==> src/rtl/coding_pkg.sv <==
// Shared definitions for the coding-server client: data-width constants,
// the client FSM state type and the in-flight counter width helper.
package coding_pkg;

    localparam int BYTE = 8;
    localparam int WORD = 4 * BYTE;

    typedef enum logic [1:0] {
        ACTIVE = 2'd0,
        DRAIN  = 2'd1,
        DONE   = 2'd2
    } client_state_e;

    // Bits needed to hold a count from 0 up to max_outstanding inclusive.
    function automatic int ow_width(input int max_outstanding);
        return $clog2(max_outstanding + 1);
    endfunction

endpackage

==> src/rtl/coding_resp_fifo.sv <==
// Response FIFO for the coding client: circular buffer with wrapping pointers,
// no bypass (a push becomes visible at the head on the following cycle).
module coding_resp_fifo
    import coding_pkg::*;
#(
    parameter int DATA_WIDTH = WORD,
    parameter int DEPTH      = 4
) (
    input  logic                         clk_i,
    input  logic                         rst_ni,
    input  logic                         push_i,
    input  logic [DATA_WIDTH-1:0]        push_data_i,
    input  logic                         pop_i,
    output logic [DATA_WIDTH-1:0]        head_data_o,
    output logic                         full_o,
    output logic                         empty_o,
    output logic [$clog2(DEPTH+1)-1:0]   count_o
);

    localparam int AW = (DEPTH > 1) ? $clog2(DEPTH) : 1;
    localparam int CW = $clog2(DEPTH + 1);
    localparam logic [AW-1:0] LAST_PTR = AW'(DEPTH - 1);

    logic [DATA_WIDTH-1:0] mem [DEPTH];
    logic [AW-1:0]         wr_ptr_reg;
    logic [AW-1:0]         rd_ptr_reg;
    logic [CW-1:0]         count_reg;
    logic                  do_pop;

    function automatic logic [AW-1:0] ptr_inc(input logic [AW-1:0] ptr);
        return (ptr == LAST_PTR) ? '0 : ptr + AW'(1);
    endfunction

    assign do_pop      = pop_i && !empty_o;
    assign empty_o     = (count_reg == '0);
    assign full_o      = (count_reg == CW'(DEPTH));
    assign count_o     = count_reg;
    // The head is read straight from the array so a result is visible the
    // cycle after it is written, which the one-cycle result latency relies on.
    assign head_data_o = mem[rd_ptr_reg];

    always_ff @(posedge clk_i) begin
        if (push_i) begin
            mem[wr_ptr_reg] <= push_data_i;
        end
    end

    always_ff @(posedge clk_i) begin
        if (!rst_ni) begin
            wr_ptr_reg <= '0;
            rd_ptr_reg <= '0;
            count_reg  <= '0;
        end else begin
            if (push_i) begin
                wr_ptr_reg <= ptr_inc(wr_ptr_reg);
            end
            if (do_pop) begin
                rd_ptr_reg <= ptr_inc(rd_ptr_reg);
            end
            case ({push_i, do_pop})
                2'b10:   count_reg <= count_reg + CW'(1);
                2'b01:   count_reg <= count_reg - CW'(1);
                default: count_reg <= count_reg;
            endcase
        end
    end

    push_while_full: assert property (@(posedge clk_i) disable iff (!rst_ni) !(push_i && full_o));

endmodule

==> src/rtl/coding_client.sv <==
// Initiator for the coding server's start/getResult interface with in-order
// response buffering and drain support. Optional watchdog: CODING_CLIENT_TIMEOUT_EN.
module coding_client
    import coding_pkg::*;
#(
    parameter int DATA_WIDTH      = WORD,
    parameter int MAX_OUTSTANDING = 4,
    parameter int RESP_DEPTH      = 4,
    parameter int TIMEOUT_CYCLES  = 256
) (
    input  logic                                   clk_i,
    input  logic                                   rst_ni,
    input  logic                                   req_valid_i,
    input  logic [DATA_WIDTH-1:0]                  req_data_i,
    output logic                                   req_ready_o,
    output logic                                   start_en_o,
    output logic [DATA_WIDTH-1:0]                  start_data_o,
    input  logic                                   start_rdy_i,
    output logic                                   getResult_en_o,
    input  logic                                   getResult_rdy_i,
    input  logic [DATA_WIDTH-1:0]                  getResult_data_i,
    output logic                                   resp_valid_o,
    output logic [DATA_WIDTH-1:0]                  resp_data_o,
    input  logic                                   resp_ready_i,
    input  logic                                   drain_i,
    output logic                                   drain_done_o,
    output logic [ow_width(MAX_OUTSTANDING)-1:0]   outstanding_o,
    output logic                                   error_o
);

    localparam int OW = ow_width(MAX_OUTSTANDING);
    localparam int CW = $clog2(RESP_DEPTH + 1);

    generate
        if (MAX_OUTSTANDING < 1 || RESP_DEPTH < MAX_OUTSTANDING ||
            (RESP_DEPTH & (RESP_DEPTH - 1)) != 0 || TIMEOUT_CYCLES < 1) begin : g_bad_params
            $error("coding_client: illegal parameter combination");
        end
    endgenerate

    client_state_e  state_reg;
    logic [OW-1:0]  inflight_reg;
    logic [OW-1:0]  inflight_next;
    logic [CW-1:0]  fifo_cnt;
    logic [CW-1:0]  fifo_cnt_next;
    logic           fifo_full;
    logic           fifo_empty;
    logic           drain_done_reg;
    logic           error_reg;
    logic           error_next;
    logic           credit;
    logic           start_fire;
    logic           get_fire;
    logic           pop_fire;

    // Results still owed by the server plus results already buffered must
    // fit in the FIFO, so a getResult never finds it full.
    assign credit = (int'(inflight_reg) < MAX_OUTSTANDING) &&
                    (int'(inflight_reg) + int'(fifo_cnt) < RESP_DEPTH);

    // Method enables are gated by reset so nothing fires while rst_ni is low.
    assign req_ready_o    = rst_ni && (state_reg == ACTIVE) && start_rdy_i && credit;
    assign start_fire     = req_valid_i && req_ready_o;
    assign start_en_o     = start_fire;
    assign start_data_o   = req_data_i;
    assign get_fire       = rst_ni && getResult_rdy_i && (inflight_reg != '0) && !fifo_full;
    assign getResult_en_o = get_fire;
    assign resp_valid_o   = rst_ni && !fifo_empty;
    assign pop_fire       = resp_valid_o && resp_ready_i;
    assign outstanding_o  = inflight_reg;
    assign drain_done_o   = drain_done_reg;
    assign error_o        = error_reg;

    coding_resp_fifo #(
        .DATA_WIDTH (DATA_WIDTH),
        .DEPTH      (RESP_DEPTH)
    ) u_resp_fifo (
        .clk_i       (clk_i),
        .rst_ni      (rst_ni),
        .push_i      (get_fire),
        .push_data_i (getResult_data_i),
        .pop_i       (pop_fire),
        .head_data_o (resp_data_o),
        .full_o      (fifo_full),
        .empty_o     (fifo_empty),
        .count_o     (fifo_cnt)
    );

    always_comb begin
        inflight_next = inflight_reg;
        case ({start_fire, get_fire})
            2'b10:   inflight_next = inflight_reg + OW'(1);
            2'b01:   inflight_next = inflight_reg - OW'(1);
            default: ;
        endcase
    end

    always_comb begin
        fifo_cnt_next = fifo_cnt;
        case ({get_fire, pop_fire})
            2'b10:   fifo_cnt_next = fifo_cnt + CW'(1);
            2'b01:   fifo_cnt_next = fifo_cnt - CW'(1);
            default: ;
        endcase
    end

`ifdef CODING_CLIENT_TIMEOUT_EN
    localparam int TW = $clog2(TIMEOUT_CYCLES + 1);

    logic [TW-1:0] wd_cnt_reg;
    logic          wd_tick;
    logic          wd_hit;

    // Counts cycles where the server owes results but none is collected.
    assign wd_tick    = (inflight_reg != '0) && !get_fire;
    assign wd_hit     = wd_tick && (wd_cnt_reg == TW'(TIMEOUT_CYCLES - 1));
    assign error_next = error_reg || wd_hit;

    always_ff @(posedge clk_i) begin
        if (!rst_ni) begin
            wd_cnt_reg <= '0;
        end else if (!wd_tick) begin
            wd_cnt_reg <= '0;
        end else if (wd_cnt_reg != TW'(TIMEOUT_CYCLES)) begin
            wd_cnt_reg <= wd_cnt_reg + TW'(1);
        end
    end
`else
    assign error_next = 1'b0;
`endif

    always_ff @(posedge clk_i) begin
        if (!rst_ni) begin
            state_reg      <= ACTIVE;
            inflight_reg   <= '0;
            drain_done_reg <= 1'b0;
            error_reg      <= 1'b0;
        end else begin
            inflight_reg   <= inflight_next;
            error_reg      <= error_next;
            drain_done_reg <= 1'b0;
            case (state_reg)
                ACTIVE: begin
                    if (drain_i) begin
                        state_reg <= DRAIN;
                    end
                end
                DRAIN: begin
                    // A hung server would never empty, so an error ends the drain too.
                    if ((inflight_next == '0 && fifo_cnt_next == '0) || error_next) begin
                        state_reg      <= DONE;
                        drain_done_reg <= 1'b1;
                    end
                end
                DONE: begin
                    state_reg <= ACTIVE;
                end
                default: begin
                    state_reg <= ACTIVE;
                end
            endcase
        end
    end

endmodule

==> config.mk <==
export PLATFORM = sky130hd
export DESIGN_NAME = coding_client
export DESIGN_NICKNAME = d
export VERILOG_FILES = /design/src/rtl/coding_pkg.sv /design/src/rtl/coding_resp_fifo.sv /design/src/rtl/coding_client.sv
export SDC_FILE = /design/constraint.sdc
export NUM_CORES = 1
export LEC_CHECK = 0
export ABC_AREA = 1
export BUFFER_PORTS_ARGS = -buffer_cell sky130_fd_sc_hd__buf_4
export CAP_MARGIN = 20
export CORE_ASPECT_RATIO = 0.9
export CORE_UTILIZATION = 53
export DETAILED_ROUTE_END_ITERATION = 7
export GPL_ROUTABILITY_DRIVEN = 0
export PLACE_DENSITY = 0.79
export SLEW_MARGIN = 20
export SYNTH_ARGS = -nofsm -noshare
export SYNTH_HDL_FRONTEND = slang
export SYNTH_HIERARCHICAL = 1
export SYNTH_SLANG_ARGS = --single-unit
export TNS_END_PERCENT = 100
==> constraint.sdc <==
create_clock -name clk_i -period 3.4 [get_ports clk_i]
set_input_delay 0.34 -clock clk_i [delete_from_list [all_inputs] [get_ports clk_i]]
set_output_delay 0.34 -clock clk_i [all_outputs]
set_load 0.05 [all_outputs]
==> reports/metrics.cfg <==
[run_status]
status = finished, final reports clean

[timing]
hold_violations = 0
slew_headroom = 0.449
period_minus_slack_ns = 3.01
tightest_slew_ns = 0.827
final.setup_skew_ns = 0.0103
fin_crit_sh = 0.885
drv_slew = 0
rsz0062_at_grt = false
max_freq_mhz = 332
setup_violations = 0
tns_ns = 0

[critical_path]
crit_top_cell = nand2_1
critical_path.top_delay_family = simple AND/OR/NAND/NOR gates
required_ns = 3.70
crit_arrival_ns = 3.31
crit_buf_inv = 2
r2r_start = u_resp_fifo/count_o[0]
r2r_cells = 14
rrSetupSlack_ns = 0.39
slowest_delay_ns = 0.56
start_kind = register
cp_slowest_cell = nor3b_1
crit_chain = inv_1, nand3_1, inv_1, nor3b_1, ha_1, fa_1, nor2_1, nand2_1, o21ai_0, nand2_1, nor2_2, nand2_2, nand2_1, nand2_1
crit_type = reg2reg
r2r-end = state_reg[0]
worstSetupPathDepth = 14
cp_max_fo = 6
endpoint_kind = register

[hold_path]
hold_path_class = in2reg
whs_path_depth = 1
min_from = getResult_data_i[25]
holdPathEnd = u_resp_fifo/mem[2][25]

[synthesis]
ys_types = 28
synth_area_leaders = edfxtp_1 64%, dfxtp_1 5.0%, nor2_1 4.7%
synth_fp_nets = 568
yosys.area.top_type_share = 0.640
synth_commonest_cells = 128 x edfxtp_1, 76 x nor2_1, 41 x o21ai_0
syn_area_per_cell_um2 = 12.4
synth_edf_count = 128
netlist_instances = 484
synth_area_um2 = 6010
synth-seq-cells = 143
yosysSeqAreaShare = 0.690
async_flop_share = 0
synth.most_common_cell = edfxtp_1
ys_warn_count = 6
synth_top_area_cell = edfxtp_1
synth-main-ff-cell = edfxtp_1

[cells_and_area]
area_growth_pct = 17.0
final-seq-area_um2 = 4150
nets = 619
n_fill_cell = 804
regMostFlops = u_resp_fifo/mem
fin_area_um2 = 7030
n_antenna_cell = 0
multiInputGateArea_um2 = 1300
largest_register_ffs = 128
drive_gt1_frac = 0.228

[global_routing]
grt.busiest_layer = met2
grt_pass1_vias = 3818
grt_pass1_wl_um = 18500
use_met2 = 0.370
antenna_found_initial = 0
grt_use_met3 = 0.0629
track_usage = 0.216
grt_max_degree = 65
grt_use_met1 = 0.242
grt_remaining_overflow = 0

[routing]
vias = 3718
drt_pass1_iterations = 4
vias_per_cell = 5.31
antenna_left = 0
wl_um = 12200
drc = 0
drt_iter0_drc = 240
avgRoutedWirePerCell_um = 17.4

[clocking]
cts_buffer_depth = 2
cts_tree = yes
numCtsBuffers = 17
postCtsResizedCells = 0
post_cts_buffers = 0
worstSkewPairLatency_ns = 0.40
cts_root_buffer = clkbuf_16
path_clk_slew_ns = 0.06
h-tree-depth = 4
cts_hold_buffers = 0
numClockSinks = 143

[place]
portBuffers = 78
placed_area_um2 = 6430
hpwl_um = 7180

[pwr]
swShare = 0.208
ir_worst_vdd_mv = 0.364
comb_power_share = 0.047
p_clk_frac = 0.460
p_int_mw = 3.11
power.leakage_nw = 2.67
switching_power_uw = 817
pwr-share-seq = 0.493
powerDensity_nw_per_um2 = 559

[flow_run]
maxCapViolCount = 0

[floorplanning]
coreArea_um2 = 10900
start_util = 0.549
die_x_um = 114
fp.dieH_um = 103
io_pins = 144
rows = 36
dieArea_um2 = 11800

-- per-layer routing --
| metal | part of all wire | up-vias |
|---|---|---|
| met5 | 0 | - |
| met4 | 0.029 | 0 |
| met3 | 0.069 | 34 |
| met2 | 0.52 | 114 |
| met1 | 0.38 | 1784 |
| li1 | - | 1786 |
-- stage by stage --
step           power (mW)  std cells  hold WS [ns]   util  worst slack [ns]
3_5_place_dp         2.16        668         0.527  0.587             0.462
5_1_grt              4.06        700         0.104  0.642             0.126
6_report             3.93        700         0.133  0.642             0.392
2_1_floorplan        2.18        484         0.439      -            0.0311
3_3_place_gp         2.15        668         0.505  0.587             0.718
4_1_cts              3.96        700         0.117  0.642             0.428
-- worst max-delay path by stage --
| stage | start | to |
|---|---|---|
| 6_report | u_resp_fifo/count_o[0] | state_reg[0] |
| 5_1_grt | u_resp_fifo/count_o[0] | state_reg[0] |
| 4_1_cts | u_resp_fifo/count_o[0] | state_reg[0] |
| 3_5_place_dp | u_resp_fifo/count_o[0] | state_reg[0] |
| 3_3_place_gp | u_resp_fifo/count_o[0] | state_reg[0] |
| 2_1_floorplan | outstanding_o[2] | state_reg[0] |
-- logic make-up after synthesis --
group	synth area share
fa+ha+maj	0.0308
buf+inv	0.0937
flops	0.690
other cells	0.000624
simple gates	0.0865
compound gates	0.0983
-- worst reg2reg max path, cell delays in order (launching register included) --
cell and delay [ns]:
dfxtp_1 0.45, inv_1 0.14, nand3_1 0.20, inv_1 0.10, nor3b_1 0.56, ha_1 0.33
fa_1 0.43, nor2_1 0.09, nand2_1 0.06, o21ai_0 0.11, nand2_1 0.11, nor2_2 0.13
nand2_2 0.08, nand2_1 0.07, nand2_1 0.04
-- cell type report --
| cell class | instances | area share |
|---|---|---|
| Timing Repair Buffer | 84 | 0.0898 |
| Inverter | 40 | 0.0224 |
| Multi-Input combinational cell | 249 | 0.186 |
| Sequential cell | 143 | 0.590 |
| Clock inverter | 9 | 0.00926 |
| Tap cell | 152 | 0.0271 |
| Clock buffer | 23 | 0.0759 |
-- power by group through the flow --
stage	Sequential [mW]	Clock (mW)	Combinational (mW)
floorplan	1.98	0	0.194
global placement	1.97	0	0.176
detailed placement	1.97	0	0.184
CTS	1.94	1.84	0.186
global route	1.94	1.93	0.200
finish	1.94	1.81	0.185
-- placed cells by master (no fill, tap or decap), types with 3 or more instances in the layout --
master,instances
nand2_1,27
nor2_1,76
nand4_1,4
fa_1,3
inv_4,4
edfxtp_1,128
clkbuf_16,21
inv_2,4
buf_4,84
a21oi_1,6
dfxtp_1,14
o22ai_1,32
o21ai_1,29
nand3_1,8
ha_1,10
o21ai_0,41
nor3_1,3
inv_1,35
Power figures use the tool's default switching activity.
